File: config.mk
export PLATFORM = sky130hd
export DESIGN_NAME = uart_conf_loader
export DESIGN_NICKNAME = d
export VERILOG_FILES = /design/src/rtl/uart_conf_loader.sv
export SDC_FILE = /design/constraint.sdc
export NUM_CORES = 1
export LEC_CHECK = 0
export CAP_MARGIN = 20
export CORE_ASPECT_RATIO = 1.5
export CORE_MARGIN = 2
export CORE_UTILIZATION = 55
export DETAILED_ROUTE_END_ITERATION = 8
export MAX_ROUTING_LAYER = met4
export PLACE_DENSITY = 0.78
export SETUP_SLACK_MARGIN = 0.5
export SLEW_MARGIN = 20
export SYNTH_ARGS = -nofsm -noshare
export SYNTH_HDL_FRONTEND = slang
export SYNTH_SLANG_ARGS = --single-unit
File: constraint.sdc
create_clock -name clk -period 3.7 [get_ports clk]
set_input_delay 0.74 -clock clk [delete_from_list [all_inputs] [get_ports clk]]
set_output_delay 0.74 -clock clk [all_outputs]
set_load 0.02 [all_outputs]
File: src/rtl/uart_conf_loader.sv
//------------------------------------------------------------------------------
// uart_conf_loader: UART packet receiver committing PAR_NUM params atomically.
// Optional: UART_PARITY_EN selects 8E1 framing (default 8N1).  Rev 1.0
//------------------------------------------------------------------------------
`default_nettype none

module uart_conf_loader #(
  parameter int         BAUD_DIV     = 434,
  parameter int         PAR_NUM      = 5,
  parameter int         PAR_W        = 16,
  parameter logic [7:0] SYNC_BYTE    = 8'hA5,
  parameter int         TIMEOUT_BITS = 32
) (
  input  logic                     clk,
  input  logic                     rst,
  input  logic                     uart_data,
  output logic [PAR_NUM*PAR_W-1:0] par,
  output logic                     par_valid,
  output logic                     frame_err,
  output logic                     busy
);

  localparam int BPP      = (PAR_W + 7) / 8;
  localparam int NBYTES   = PAR_NUM * BPP;
  localparam int TO_LIMIT = TIMEOUT_BITS * BAUD_DIV;
  localparam int CW       = $clog2(BAUD_DIV);
  localparam int IW       = $clog2(NBYTES + 1);
  localparam int TW       = $clog2(TO_LIMIT + 1);

  localparam logic [CW-1:0] C_HALF = CW'(BAUD_DIV / 2 - 1);
  localparam logic [CW-1:0] C_LAST = CW'(BAUD_DIV - 1);

  typedef enum logic [2:0] {B_IDLE, B_START, B_DATA, B_PAR, B_STOP} byte_state_t;
  typedef enum logic [1:0] {P_WAIT, P_PAYLOAD, P_CHECK} pkt_state_t;

  byte_state_t          bstate;
  pkt_state_t           pstate;
  logic [1:0]           sync_ff;
  logic                 rx;
  logic                 rx_prev;
  logic [CW-1:0]        cnt;
  logic [2:0]           bitn;
  logic [7:0]           shreg;
  logic                 line_err;
  logic                 stop_sample;
  logic                 byte_ok;
  logic                 byte_bad;
  logic [IW-1:0]        idx;
  logic [7:0]           csum;
  logic [NBYTES*8-1:0]  stage;
  logic [TW-1:0]        tcnt;
  logic                 timeout;

  assign rx = sync_ff[1];

`ifdef UART_PARITY_EN
  logic perr;
  assign line_err = perr;
`else
  assign line_err = 1'b0;
`endif

  assign stop_sample = (bstate == B_STOP) && (cnt == C_LAST);
  assign byte_ok     = stop_sample && rx && !line_err;
  assign byte_bad    = stop_sample && (!rx || line_err);
  assign timeout     = (tcnt == TW'(TO_LIMIT));

  // Byte deserialiser; sync resets to idle-high so reset never looks like a start edge.
  always_ff @(posedge clk) begin
    if (rst) begin
      bstate  <= B_IDLE;
      sync_ff <= 2'b11;
      rx_prev <= 1'b1;
      cnt     <= '0;
      bitn    <= '0;
      shreg   <= '0;
`ifdef UART_PARITY_EN
      perr    <= 1'b0;
`endif
    end else begin
      sync_ff <= {sync_ff[0], uart_data};
      rx_prev <= rx;
      case (bstate)
        B_IDLE: begin
          cnt <= '0;
          if (rx_prev && !rx) bstate <= B_START;
        end
        B_START: begin
          if (cnt == C_HALF) begin
            cnt    <= '0;
            bitn   <= '0;
            bstate <= rx ? B_IDLE : B_DATA;
          end else begin
            cnt <= cnt + 1'b1;
          end
        end
        B_DATA: begin
          if (cnt == C_LAST) begin
            cnt   <= '0;
            shreg <= {rx, shreg[7:1]};
            bitn  <= bitn + 1'b1;
`ifdef UART_PARITY_EN
            if (bitn == 3'd7) bstate <= B_PAR;
`else
            if (bitn == 3'd7) bstate <= B_STOP;
`endif
          end else begin
            cnt <= cnt + 1'b1;
          end
        end
`ifdef UART_PARITY_EN
        B_PAR: begin
          if (cnt == C_LAST) begin
            cnt    <= '0;
            perr   <= (rx != ^shreg);
            bstate <= B_STOP;
          end else begin
            cnt <= cnt + 1'b1;
          end
        end
`endif
        B_STOP: begin
          if (cnt == C_LAST) begin
            cnt    <= '0;
            bstate <= B_IDLE;
          end else begin
            cnt <= cnt + 1'b1;
          end
        end
        default: bstate <= B_IDLE;
      endcase
    end
  end

  // Packet assembler; par only changes on a checksum-verified commit.
  always_ff @(posedge clk) begin
    if (rst) begin
      pstate    <= P_WAIT;
      idx       <= '0;
      csum      <= '0;
      stage     <= '0;
      tcnt      <= '0;
      par       <= '0;
      par_valid <= 1'b0;
      frame_err <= 1'b0;
      busy      <= 1'b0;
    end else begin
      par_valid <= 1'b0;
      frame_err <= 1'b0;
      if (pstate == P_WAIT || byte_ok) tcnt <= '0;
      else                             tcnt <= tcnt + 1'b1;
      case (pstate)
        P_WAIT: begin
          if (byte_bad) begin
            frame_err <= 1'b1;
          end else if (byte_ok && shreg == SYNC_BYTE) begin
            pstate <= P_PAYLOAD;
            busy   <= 1'b1;
            idx    <= '0;
            csum   <= '0;
          end
        end
        P_PAYLOAD, P_CHECK: begin
          if (byte_bad || timeout) begin
            pstate    <= P_WAIT;
            busy      <= 1'b0;
            frame_err <= 1'b1;
          end else if (byte_ok) begin
            if (pstate == P_PAYLOAD) begin
              for (int j = 0; j < NBYTES; j++)
                if (idx == IW'(j)) stage[j*8 +: 8] <= shreg;
              csum <= csum + shreg;
              idx  <= idx + 1'b1;
              if (idx == IW'(NBYTES - 1)) pstate <= P_CHECK;
            end else begin
              if (shreg == csum) begin
                for (int k = 0; k < PAR_NUM; k++)
                  par[k*PAR_W +: PAR_W] <= stage[k*BPP*8 +: PAR_W];
                par_valid <= 1'b1;
              end else begin
                frame_err <= 1'b1;
              end
              pstate <= P_WAIT;
              busy   <= 1'b0;
            end
          end
        end
        default: pstate <= P_WAIT;
      endcase
    end
  end

endmodule

`default_nettype wire

==> flow_summary.yaml <==
grt:
  grt_pass1_vias: 6935
  grt_max_degree: 117
  grt-ovfl-total: 0
  grt_first_pass_wirelength_mm: 33.0
  grt_usage_pct: 24.3
  antenna_found_initial: 0
worst_setup_path:
  crit_required_ps: 4120
  end_kind: "flop"
  crit_chain: "inv_1 > ha_1 > inv_1 > nor3_1 > and2_2 > buf_12 > nand2_1 > a21oi_1"
  critical_path_class: "reg2reg"
  reg2reg_slack_ps: 810
  crit_arrival_ps: 3310
  crit_path_start_kind: "flop"
  critPathMaxFanout: 68
  cp_slowest_cell: "ha_1"
  cpMostUsedCell: "inv_1"
  cpPeakStageDelay_ps: 630
finish:
  syn_to_final_growth_pct: 18.3
  drive_gt1_share_pct: 5.65
  final_common_cell: "nand2_1"
  final.fill_count: 1359
  area.sequential_sq_mm: 0.00434
  finalNetCount: 1150
  final_cell_mix: "nand2_1, dfxtp_1, a21oi_1, nand3_1, clkdlybuf4s50_1"
  multi_input_area_sq_mm: 0.00402
  diodes: 0
drt:
  drt_wl_total_mm: 20.0
  vias: 7428
  drc: 0
  vias_per_cell: 5.56
  routedWlPerCell_um: 15.0
  ant_nets: 0
  firstDrtPassIters: 5
  first_iter_violations: 442
clocking:
  post_cts_resized: 0
  clk_pin_slew_worst_paths_ps: 60
  clock_path_buffers: 3
  h-tree-depth: 1
  clockRootBuffer: "clkbuf_16"
  cts_tree: "built"
  cts_sinks: 217
  numCtsBuffers: 20
  clock_latency_ps: 490
die:
  dieArea_sq_mm: 0.0169
  core.rowCount: 56
  dieHeight_um: 158
  io_pins: 86
  fp.dieW_um: 107
  initial_utilization_pct: 56.0
  coreArea_sq_mm: 0.0156
yosys:
  yosys.area.top_type_share_pct: 49.9
  synth_edf_count: 0
  ys_types: 60
  syn_avg_cell_area_sq_um: 8.13
  yosysSeqAreaShare_pct: 49.9
  synth_seq_cells: 217
  synthCells: 1071
  syn_nets: 1097
  yosys-top-cells-area: "dfxtp_1, nand2_1, a21oi_1, nand3_1, ha_1"
  synthFlopType: "dfxtp_1"
  netlist_area_sq_mm: 0.00871
  yosys_warnings: 0
  async_flop_share_pct: 0
  yosys.area.top_type: "dfxtp_1"
timing:
  hold_violations: 0
  drv_slew: 0
  max_slew_margin_pct: 44.5
  whs_ps: 415
  max_freq_ghz: 0.346
  setup_violations: 0
  finClkSkew_ps: 10.9
  rsz0062_at_grt: "false"
  timing.setup.tns_ps: 0
  worstMarginPinSlew_ps: 832
  fin_crit_sh_pct: 78.2
  fin_crit_ps: 2890
placed_design:
  place_congestion: 0.898
  place_hpwl_mm: 12.8
  portBuffers: 85
pwr:
  p_per_area_mw_per_mm2: 421
  p_sw_share_pct: 21.1
  power_switching_uw: 917
  pwr-share-seq_pct: 54.2
  p_leak_uw: 0.00351
  p_int_uw: 3420
  p_clk_share_pct: 44.2
  vdd_drop_max_v: 0.000455
  combPwrFrac_pct: 1.6
worst_hold_path:
  hp-class: "reg2reg"
status:
  status: "complete, no violations"
run:
  cap_violations: 0
-- final cells by class --
cell class | count | area share [%]
clock buffers | 26 | 5.38
clock inverters | 5 | 0.425
inverters | 21 | 0.765
multi-input cells | 760 | 39.0
flip-flops and latches | 217 | 42.2
well taps | 203 | 2.46
repair buffers | 104 | 9.77
-- Yosys cell counts, types with 3 or more instances --
master,instances
nand2_1,276
dfxtp_1,217
a21oi_1,174
nand3_1,85
clkbuf_1,59
nor2_1,52
ha_1,22
inv_1,21
mux2i_1,20
nor3_1,13
buf_2,11
xnor2_1,11
o21ai_0,8
or3_1,8
xor2_1,8
and3_1,7
nor2b_1,5
o21a_1,5
a31oi_1,4
nand2b_1,4
nand4_1,4
a211oi_1,3
buf_1,3
or2_2,3
or4_1,3
-- what timing repair did --
item	CTS	global route
endpoints found under the hold margin	0	0
hold buffers	0	0
endpoints found under the setup margin	0	16
buffers inserted	0	3
-- final timing paths --
path / startpoint / endpoint / depth (start not counted)
max: pstate[1] / par[60] / 8
min: sync_ff[0] / sync_ff[1] / 1
max reg2reg: pstate[1] / par[60] / 8
min reg2reg: sync_ff[0] / sync_ff[1] / 1
-- layer usage --
metal	part of all wire (%)	vias up	wire [um]	GRT usage [%]
met2	50	208	10000	42.1
met1	41	3465	8180	28.4
met5	0	-	0	-
li1	-	3704	-	-
met4	3.1	0	613	8.84
met3	6.0	51	1200	3.79
-- cell families after synthesis --
kind of cell	synth area share, %
muxes	2.43
and+or+nand+nor	24.8
buffers and inverters	4.21
adders and majority gates	3.62
xor gates and xnor gates	1.91
AOI/OAI and AO/OA	13.2
DFF	49.9
-- sequential cells by signal, summed over array words and instances, names as in the netlist --
| register | flops |
|---|---|
| bitn | 3 |
| bstate | 3 |
| busy | 1 |
| cnt | 9 |
| csum | 8 |
| frame_err | 1 |
| idx | 4 |
| par | 80 |
| par_valid | 1 |
| pstate | 2 |
| rx_prev | 1 |
| shreg | 8 |
| stage | 80 |
| sync_ff | 2 |
| tcnt | 14 |
-- critical path, delay by kind of cell, from the launching register on --
family,cells,cell delay (ps)
AND/OR/NAND/NOR,3,910
buffers and inverters,3,700
flip-flops,1,380
adder cells (fa/ha/maj),1,630
AO/OA/AOI/OAI,1,150
-- through the flow --
step	std cells	worst slack (ps)	instance area [sq um]	power, uW	util, %
global placement	1302	842	9680	2470	62.3
global route	1336	610	10300	4470	66.2
CTS	1333	730	10300	4370	66.1
detailed placement	1302	729	9680	2470	62.3
finish	1336	807	10300	4340	66.2
floorplan	1071	1520	8710	2460	-
-- power groups by stage --
| stage | registers, uW | logic [uW] | clock network (uW) |
|---|---|---|---|
| 2_1_floorplan | 2400 | 54.3 | 0 |
| 3_3_place_gp | 2400 | 69.7 | 0 |
| 3_5_place_dp | 2400 | 70.5 | 0 |
| 4_1_cts | 2350 | 71.5 | 1950 |
| 5_1_grt | 2350 | 78.6 | 2040 |
| 6_report | 2350 | 71.3 | 1920 |
Note: power is estimated with default switching activity, not from simulation.
